File: src/rtl/booth_pp_accumulator.sv
// booth_pp_accumulator: consumer end of the radix-4 Booth partial-product stream.
// Each accepted PP (plus its negate bit) is sign-extended, shifted by 2*idx and
// summed; after NUM_PP products the sum is registered to 'product' and held on a
// valid/ready output until taken.
// Optional feature macro: BOOTH_ACC_PROTO_CHECK_EN (sticky pp_last mismatch flag).
module booth_pp_accumulator #(
  parameter int MCAND_W = 32,
  parameter int PP_W    = MCAND_W + 2,
  parameter int NUM_PP  = MCAND_W / 2 + 1,
  parameter int PROD_W  = 2 * MCAND_W
) (
  input  logic              clk,
  input  logic              rst_n,
  input  logic              pp_valid,
  output logic              pp_ready,
  input  logic [PP_W-1:0]   pp_data,
  input  logic              pp_neg,
  input  logic              pp_last,
  output logic              prod_valid,
  input  logic              prod_ready,
  output logic [PROD_W-1:0] product,
  output logic              proto_err
);

  localparam int               IDX_W    = $clog2(NUM_PP);
  localparam logic [IDX_W-1:0] LAST_IDX = IDX_W'(NUM_PP - 1);

  typedef enum logic {ACCUM, DONE} state_t;

  state_t             state, state_nxt;
  logic [IDX_W-1:0]   idx;
  logic [PROD_W-1:0]  acc, pp_ext, term, acc_sum;
  logic               pp_hs, prod_hs, at_last;

  assign pp_hs   = pp_valid & pp_ready;
  assign prod_hs = prod_valid & prod_ready;
  assign at_last = (idx == LAST_IDX);

  // Sign-extend first, add the negate correction, then weight by 4^idx;
  // anything carried past PROD_W is intentionally dropped.
  assign pp_ext  = {{(PROD_W-PP_W){pp_data[PP_W-1]}}, pp_data};
  assign term    = (pp_ext + PROD_W'(pp_neg)) << {idx, 1'b0};
  assign acc_sum = acc + term;

  // Next-state and handshake outputs; ready/valid come straight from state.
  always_comb begin
    state_nxt  = state;
    pp_ready   = 1'b0;
    prod_valid = 1'b0;
    case (state)
      ACCUM: begin
        pp_ready = 1'b1;
        if (pp_hs && at_last) state_nxt = DONE;
      end
      DONE: begin
        prod_valid = 1'b1;
        if (prod_hs) state_nxt = ACCUM;
      end
      default: state_nxt = ACCUM;
    endcase
  end

  // State register.
  always_ff @(posedge clk) begin
    if (!rst_n) state <= ACCUM;
    else        state <= state_nxt;
  end

  // Accumulator, PP index and the held product register.
  always_ff @(posedge clk) begin
    if (!rst_n) begin
      acc     <= '0;
      idx     <= '0;
      product <= '0;
    end else if (pp_hs) begin
      acc <= acc_sum;
      if (at_last) begin
        idx     <= '0;
        product <= acc_sum;
      end else begin
        idx <= idx + 1'b1;
      end
    end else if (prod_hs) begin
      acc <= '0;
    end
  end

`ifdef BOOTH_ACC_PROTO_CHECK_EN
  // Sticky flag: producer's pp_last disagrees with our own PP counter.
  always_ff @(posedge clk) begin
    if (!rst_n)                             proto_err <= 1'b0;
    else if (pp_hs && (pp_last != at_last)) proto_err <= 1'b1;
  end
`else
  logic unused_pp_last;
  assign unused_pp_last = pp_last;
  assign proto_err      = 1'b0;
`endif

endmodule

File: config.mk
export PLATFORM = sky130hd
export DESIGN_NAME = booth_pp_accumulator
export DESIGN_NICKNAME = d
export VERILOG_FILES = /design/src/rtl/booth_pp_accumulator.sv
export SDC_FILE = /design/constraint.sdc
export NUM_CORES = 1
export LEC_CHECK = 0
export CAP_MARGIN = 0
export CORE_MARGIN = 2
export CORE_UTILIZATION = 55
export CTS_BUF_LIST = sky130_fd_sc_hd__clkbuf_2
export DETAILED_ROUTE_END_ITERATION = 10
export GPL_ROUTABILITY_DRIVEN = 0
export GPL_TIMING_DRIVEN = 0
export PLACE_DENSITY = 0.84
export REMOVE_ABC_BUFFERS = 1
export SLEW_MARGIN = 20
export SYNTH_ARGS = -nofsm -noshare
export SYNTH_HDL_FRONTEND = slang
export SYNTH_SLANG_ARGS = --single-unit
File: constraint.sdc
create_clock -name clk -period 7.1 [get_ports clk]
set_input_delay 1.42 -clock clk [delete_from_list [all_inputs] [get_ports clk]]
set_output_delay 1.42 -clock clk [all_outputs]
set_load 0.03 [all_outputs]
# == After elaboration in Yosys (flattened, before gate mapping) ==
# Index checks and enable logic that the tools add are counted.
# word_totals
word_cells,23
inputBits,40
reg_bits,134
output_inout_bits,67
# op_classes
reduce_logical,3
n_eq_ne,1
n_shift,1
addsub,3
bitwise_logic,3
n_mux,8
# op_table
cell,n
64-bit 2-to-1 mux,2
64-bit adder,1
64-bit by 6-bit left shift with 64-bit output,1
34-bit by 2-bit adder with 35-bit output,1
"5-bit by 1-bit adder with 5-bit output, second input constant",1
"5-bit == test, second input constant",1
5-bit 2-to-1 mux,1
1-bit 2-to-1 mux,4
1-bit bitwise AND,2
1-bit one-hot mux with 2 select lines,1
2-bit AND reduction,1
2-bit nonzero test,1
1-bit logical AND,1
1-bit NOT,1

# == Depth between registers and ports, before layout ==
# depth
word_depth,5
mapped_depth,28
mapped_depth_nobuf,27

# == Least setup slack after synthesis ==
# OpenSTA, ideal clock, no wires.
# synth_timing
path_type,input port to flip-flop
startpoint,input pp_data[0]
endpoint,register acc[62]
path_buffers,1
setup_slack_ns,0.429
t_required_ns,6.983
stages,28
arrival_ns,6.554
setup_ns,0.117
path_cell_list,ha_1 -> ha_1 -> nand3_1 -> nor3_1 -> nand2_1 -> nor3_1 -> nand3_1 -> xor2_1 -> a221oi_1 -> mux2_2 -> mux2i_1 -> nor2_1 -> a21oi_1 -> nor2_1 -> ha_1 -> buf_2 -> nand4_1 -> nor3_1 -> nand2_1 -> nor2_1 -> a211oi_1 -> nor3_1 -> a21oi_1 -> a211oi_1 -> o2111ai_1 -> a2111oi_2 -> o21ai_0 -> a32o_1
# synth_between
elab_chain_len,4
# synth_rtl
item,line,source
start: declaration,16,"input logic [PP_W-1:0] pp_data,"
34-bit by 2-bit adder with 35-bit output,42,"assign term = (pp_ext + PROD_W'(pp_neg)) << {idx, 1'b0};"
64-bit by 6-bit left shift with 64-bit output,42,
64-bit adder,43,assign acc_sum = acc + term;
64-bit 2-to-1 mux,75,end else if (pp_hs) begin
end signal: assignment,76,acc <= acc_sum;
end: declaration,32,"logic [PROD_W-1:0] acc, pp_ext, term, acc_sum;"
# Every way passes these cells.
# A chain may end at the register's enable or synchronous reset.

# == Worst setup path in the final report ==
# layout_timing
startpoint,input pp_neg
endpoint,register acc[56]
# layout_between
elab_chain_len,4
# layout_rtl
item,line,source
start: declaration,17,"input logic pp_neg,"
34-bit by 2-bit adder with 35-bit output,42,
64-bit by 6-bit left shift with 64-bit output,42,
64-bit adder,43,
64-bit 2-to-1 mux,75,
# Every way passes these cells.

==> results.yml <==
status:
  outcome: "finished clean"
detailed_routing:
  route.layer.met1.wl_mm: 14.0
  met2_length_mm: 14.3
  drt-total-wl_mm: 32.3
  wl_per_cell_um: 17.3
  top_layer_used: "met4"
  drtPass1Iterations: 6
  ant_nets: 0
  drt_iter0_markers: 1360
  drc: 0
  viasPerCell: 6.24
  dr_wl_met3_mm: 2.77
  vias: 11600
final_layout:
  regArea_um2: 2690
  multi_input_area_um2: 8310
  final_nets: 1685
  fin_cells: 1862
  drive_gt1_share_pct: 7.48
  area_growth_pct: 13.6
  n_fill_cell: 1789
  final_core_util_pct: 63.8
clock_network:
  cts_tree: "built"
  clkTransAtPathRegs_ns: 0.24
  cts_root_buf: "clkbuf_2"
  holdBufCountCts: 0
  cts.sinks: 134
  numCtsBuffers: 17
  htreeDepth: 4
  clockBufferDepth: 2
  clk_latency_ns: 0.76
sta:
  rsz0062_at_grt: "no"
  fin_skew_ns: 0.0456
  finalCritPeriodShare_pct: 96.0
  min_period_ns: 6.81
  finalSetupViolCount: 0
  hold_violations: 0
  timing.fmax_ghz: 0.147
  relSlewSlack_pct: 27.9
  slew_viol_final: 0
  tightest_slew_ns: 1.08
global_route:
  grt_pass1_wl_mm: 51.9
  grt_usage_pct: 28.8
  grt_max_degree: 71
  antenna_found_initial: 1
  grt_pass1_vias: 10500
  grt-ovfl-total: 0
synth:
  synth_area_um2: 11400
  synthArstFlopShare_pct: 0
  ys_seq_area_share_pct: 23.5
  synth_flop_cell: "dfxtp_1"
  synth_fa_ha_area_share_pct: 7.53
  yosys.area_share.simple_pct: 23.6
  synth-edff-count: 0
  ys_types: 81
  ys_seq_elements: 134
  synth_area_per_cell_um2: 7.36
  ys_warn_count: 0
  synth_cells: 1548
  synthMuxAreaShare_pct: 5.91
  synth_top_family_by_area: "compound AO/OA/AOI/OAI gates"
  synth_xor_area_share_pct: 6.99
  synth_compound_area_share_pct: 27.0
setup_path:
  critical-path-top-delay-family: "compound AO/OA/AOI/OAI gates"
  crit_arrival_ns: 7.47
  slowest_stage: "clkdlybuf4s50_1"
  crit_type: "input port to flip-flop"
  crit_path_start_kind: "input port"
  reg2reg_slack_ns: 1.31
  crit_buf_inv: 2
  endpoint_kind: "flip-flop"
  path_max_fanout: 7
  slowest_delay_ns: 0.46
  path_cells: "clkdlybuf4s50_1 -> ha_1 -> nand4_1 -> buf_4 -> nor4_4 -> and2_0 -> nand4_1 -> mux2i_1 -> a31oi_1 -> mux2_2 -> o22ai_1 -> nor2b_1 -> ha_1 -> a21oi_1 -> nor2b_1 -> o21a_1 -> or3_1 -> o311ai_2 -> o21ai_1 -> a31oi_2 -> o21bai_1 -> a211oi_1 -> xor2_1 -> o21ai_0"
  cp.required_ns: 7.75
die:
  die_w_um: 148
  core-area_um2: 20300
  die_h_um: 148
  num_rows: 52
  die-area_um2: 21900
  io_pins: 107
  initial_core_util_pct: 56.1
pwr:
  fin_total_pwr_mw: 2.95
  powerDensity_nw_per_um2: 228
  ir_drop_mv: 0.134
  leakagePower_nw: 5.03
placed_design:
  port_buffers: 104
  hpwl_mm: 24.1
  numPlacedInstances: 1824
flow_run:
  maxCapViolations: 0
min_path:
  min_path_type: "flip-flop to flip-flop"
==> worst reg2reg max path: cells and delay by family, from the launching register on <==
family,cells,cell delay (ns)
compound gates,9,2.19
fa+ha+maj,1,0.40
buf+inv,2,0.77
flops,1,0.60
mux,1,0.29
simple gates,9,1.50
==> sequential cells by signal (all words and copies together), names as in the netlist <==
name / cells
acc: 64
product: 64
idx: 5
state: 1
==> synthesized netlist by cell type (16+ instances only) <==
| cell | n | area share (%) |
|---|---|---|
| a211oi_1 | 20 | 1.3 |
| a21boi_0 | 48 | 3.2 |
| a21o_1 | 25 | 1.6 |
| a21oi_1 | 134 | 5.9 |
| a22oi_1 | 37 | 2.4 |
| a31oi_1 | 22 | 1.2 |
| and2_1 | 16 | 0.88 |
| clkbuf_1 | 75 | 2.5 |
| dfxtp_1 | 134 | 24 |
| ha_1 | 67 | 7.4 |
| inv_1 | 25 | 0.82 |
| mux2_2 | 17 | 1.7 |
| mux2i_1 | 41 | 3.6 |
| nand2_1 | 219 | 7.2 |
| nand3_1 | 42 | 1.8 |
| nand4_1 | 28 | 1.5 |
| nor2_1 | 134 | 4.4 |
| nor2b_1 | 54 | 3.0 |
| nor3_1 | 21 | 0.92 |
| o21ai_0 | 97 | 4.3 |
| o21bai_1 | 18 | 1.2 |
| o22ai_1 | 19 | 1.0 |
| xnor2_1 | 53 | 4.1 |
| xor2_1 | 38 | 2.9 |
==> cells in the final DEF (no fill, tap or decap), drive strengths merged, types with 25 or more instances in the layout <==
master         count
a21boi            48
nand4             29
inv               34
a21oi            134
clkdlybuf4s50    103
dfxtp            134
nand3             44
a21o              25
mux2i             41
nor2b             54
a22oi             37
xor2              38
nand2            220
o21ai            100
xnor2             53
nor2             134
ha                67
==> per-layer routing <==
layer	GRT usage [%]	vias up
li1	-	5613
met1	39.2	5355
met2	45.5	548
met3	5.06	105
met4	11.7	0
met5	0	-
==> cell type report <==
type                    instances  share of cell area, %
multi-input cells            1277                   64.2
flip-flops and latches        134                   20.8
repair buffers                119                   9.83
well taps                     270                   2.61
clock inverters                15                   1.12
inverters                      28                  0.812
clock buffers                  17                  0.657
diodes                          2                 0.0386
==> power breakdown <==
part	internal (mW)	total [mW]	leakage (nW)	switching, mW
registers	0.839	0.904	1.09	0.0642
logic	0.616	1.57	3.80	0.958
clock network	0.136	0.471	0.134	0.335
==> kinds of logic (layout without fill, tap and decap cells) <==
family	count (synthesis)	count (layout)
adder cells (fa/ha/maj)	68	68
multiplexers	61	61
AND/OR/NAND/NOR	571	571
flip-flops	134	134
XOR/XNOR	91	91
AO/OA/AOI/OAI	485	485
buffers and inverters	137	179
other	1	3
==> metrics by stage <==
step / area, um^2 / TNS, ns / hold slack [ns] / setup slack [ns]
4_1_cts: 12800 / 0 / 0.479 / 0.0236
3_3_place_gp: 12300 / -116.01 / 0.443 / -2.20
2_1_floorplan: 10900 / 0 / 0.432 / 0.311
5_1_grt: 13000 / 0 / 0.502 / 0.0248
6_report: 13000 / 0 / 0.476 / 0.286
3_5_place_dp: 12500 / -35.79 / 0.452 / -1.38
==> final timing paths <==
| kind | start | endpoint | cells past startpoint |
|---|---|---|---|
| setup reg to reg | idx[0]$_SDFFE_PN0P_ | acc[62]$_SDFFE_PN0P_ | 22 |
| setup / recovery | pp_neg | acc[56]$_SDFFE_PN0P_ | 24 |
| hold reg to reg | product[40]$_SDFFE_PN0P_ | product[40]$_SDFFE_PN0P_ | 2 |
| hold / removal | product[40]$_SDFFE_PN0P_ | product[40]$_SDFFE_PN0P_ | 2 |
==> repair_timing <==
action	CTS	global route
gates resized for setup	12	27
setup buffers	1	3
pin swaps	1	7
endpoints found under the setup margin	15	36
Power figures use the tool's default switching activity.
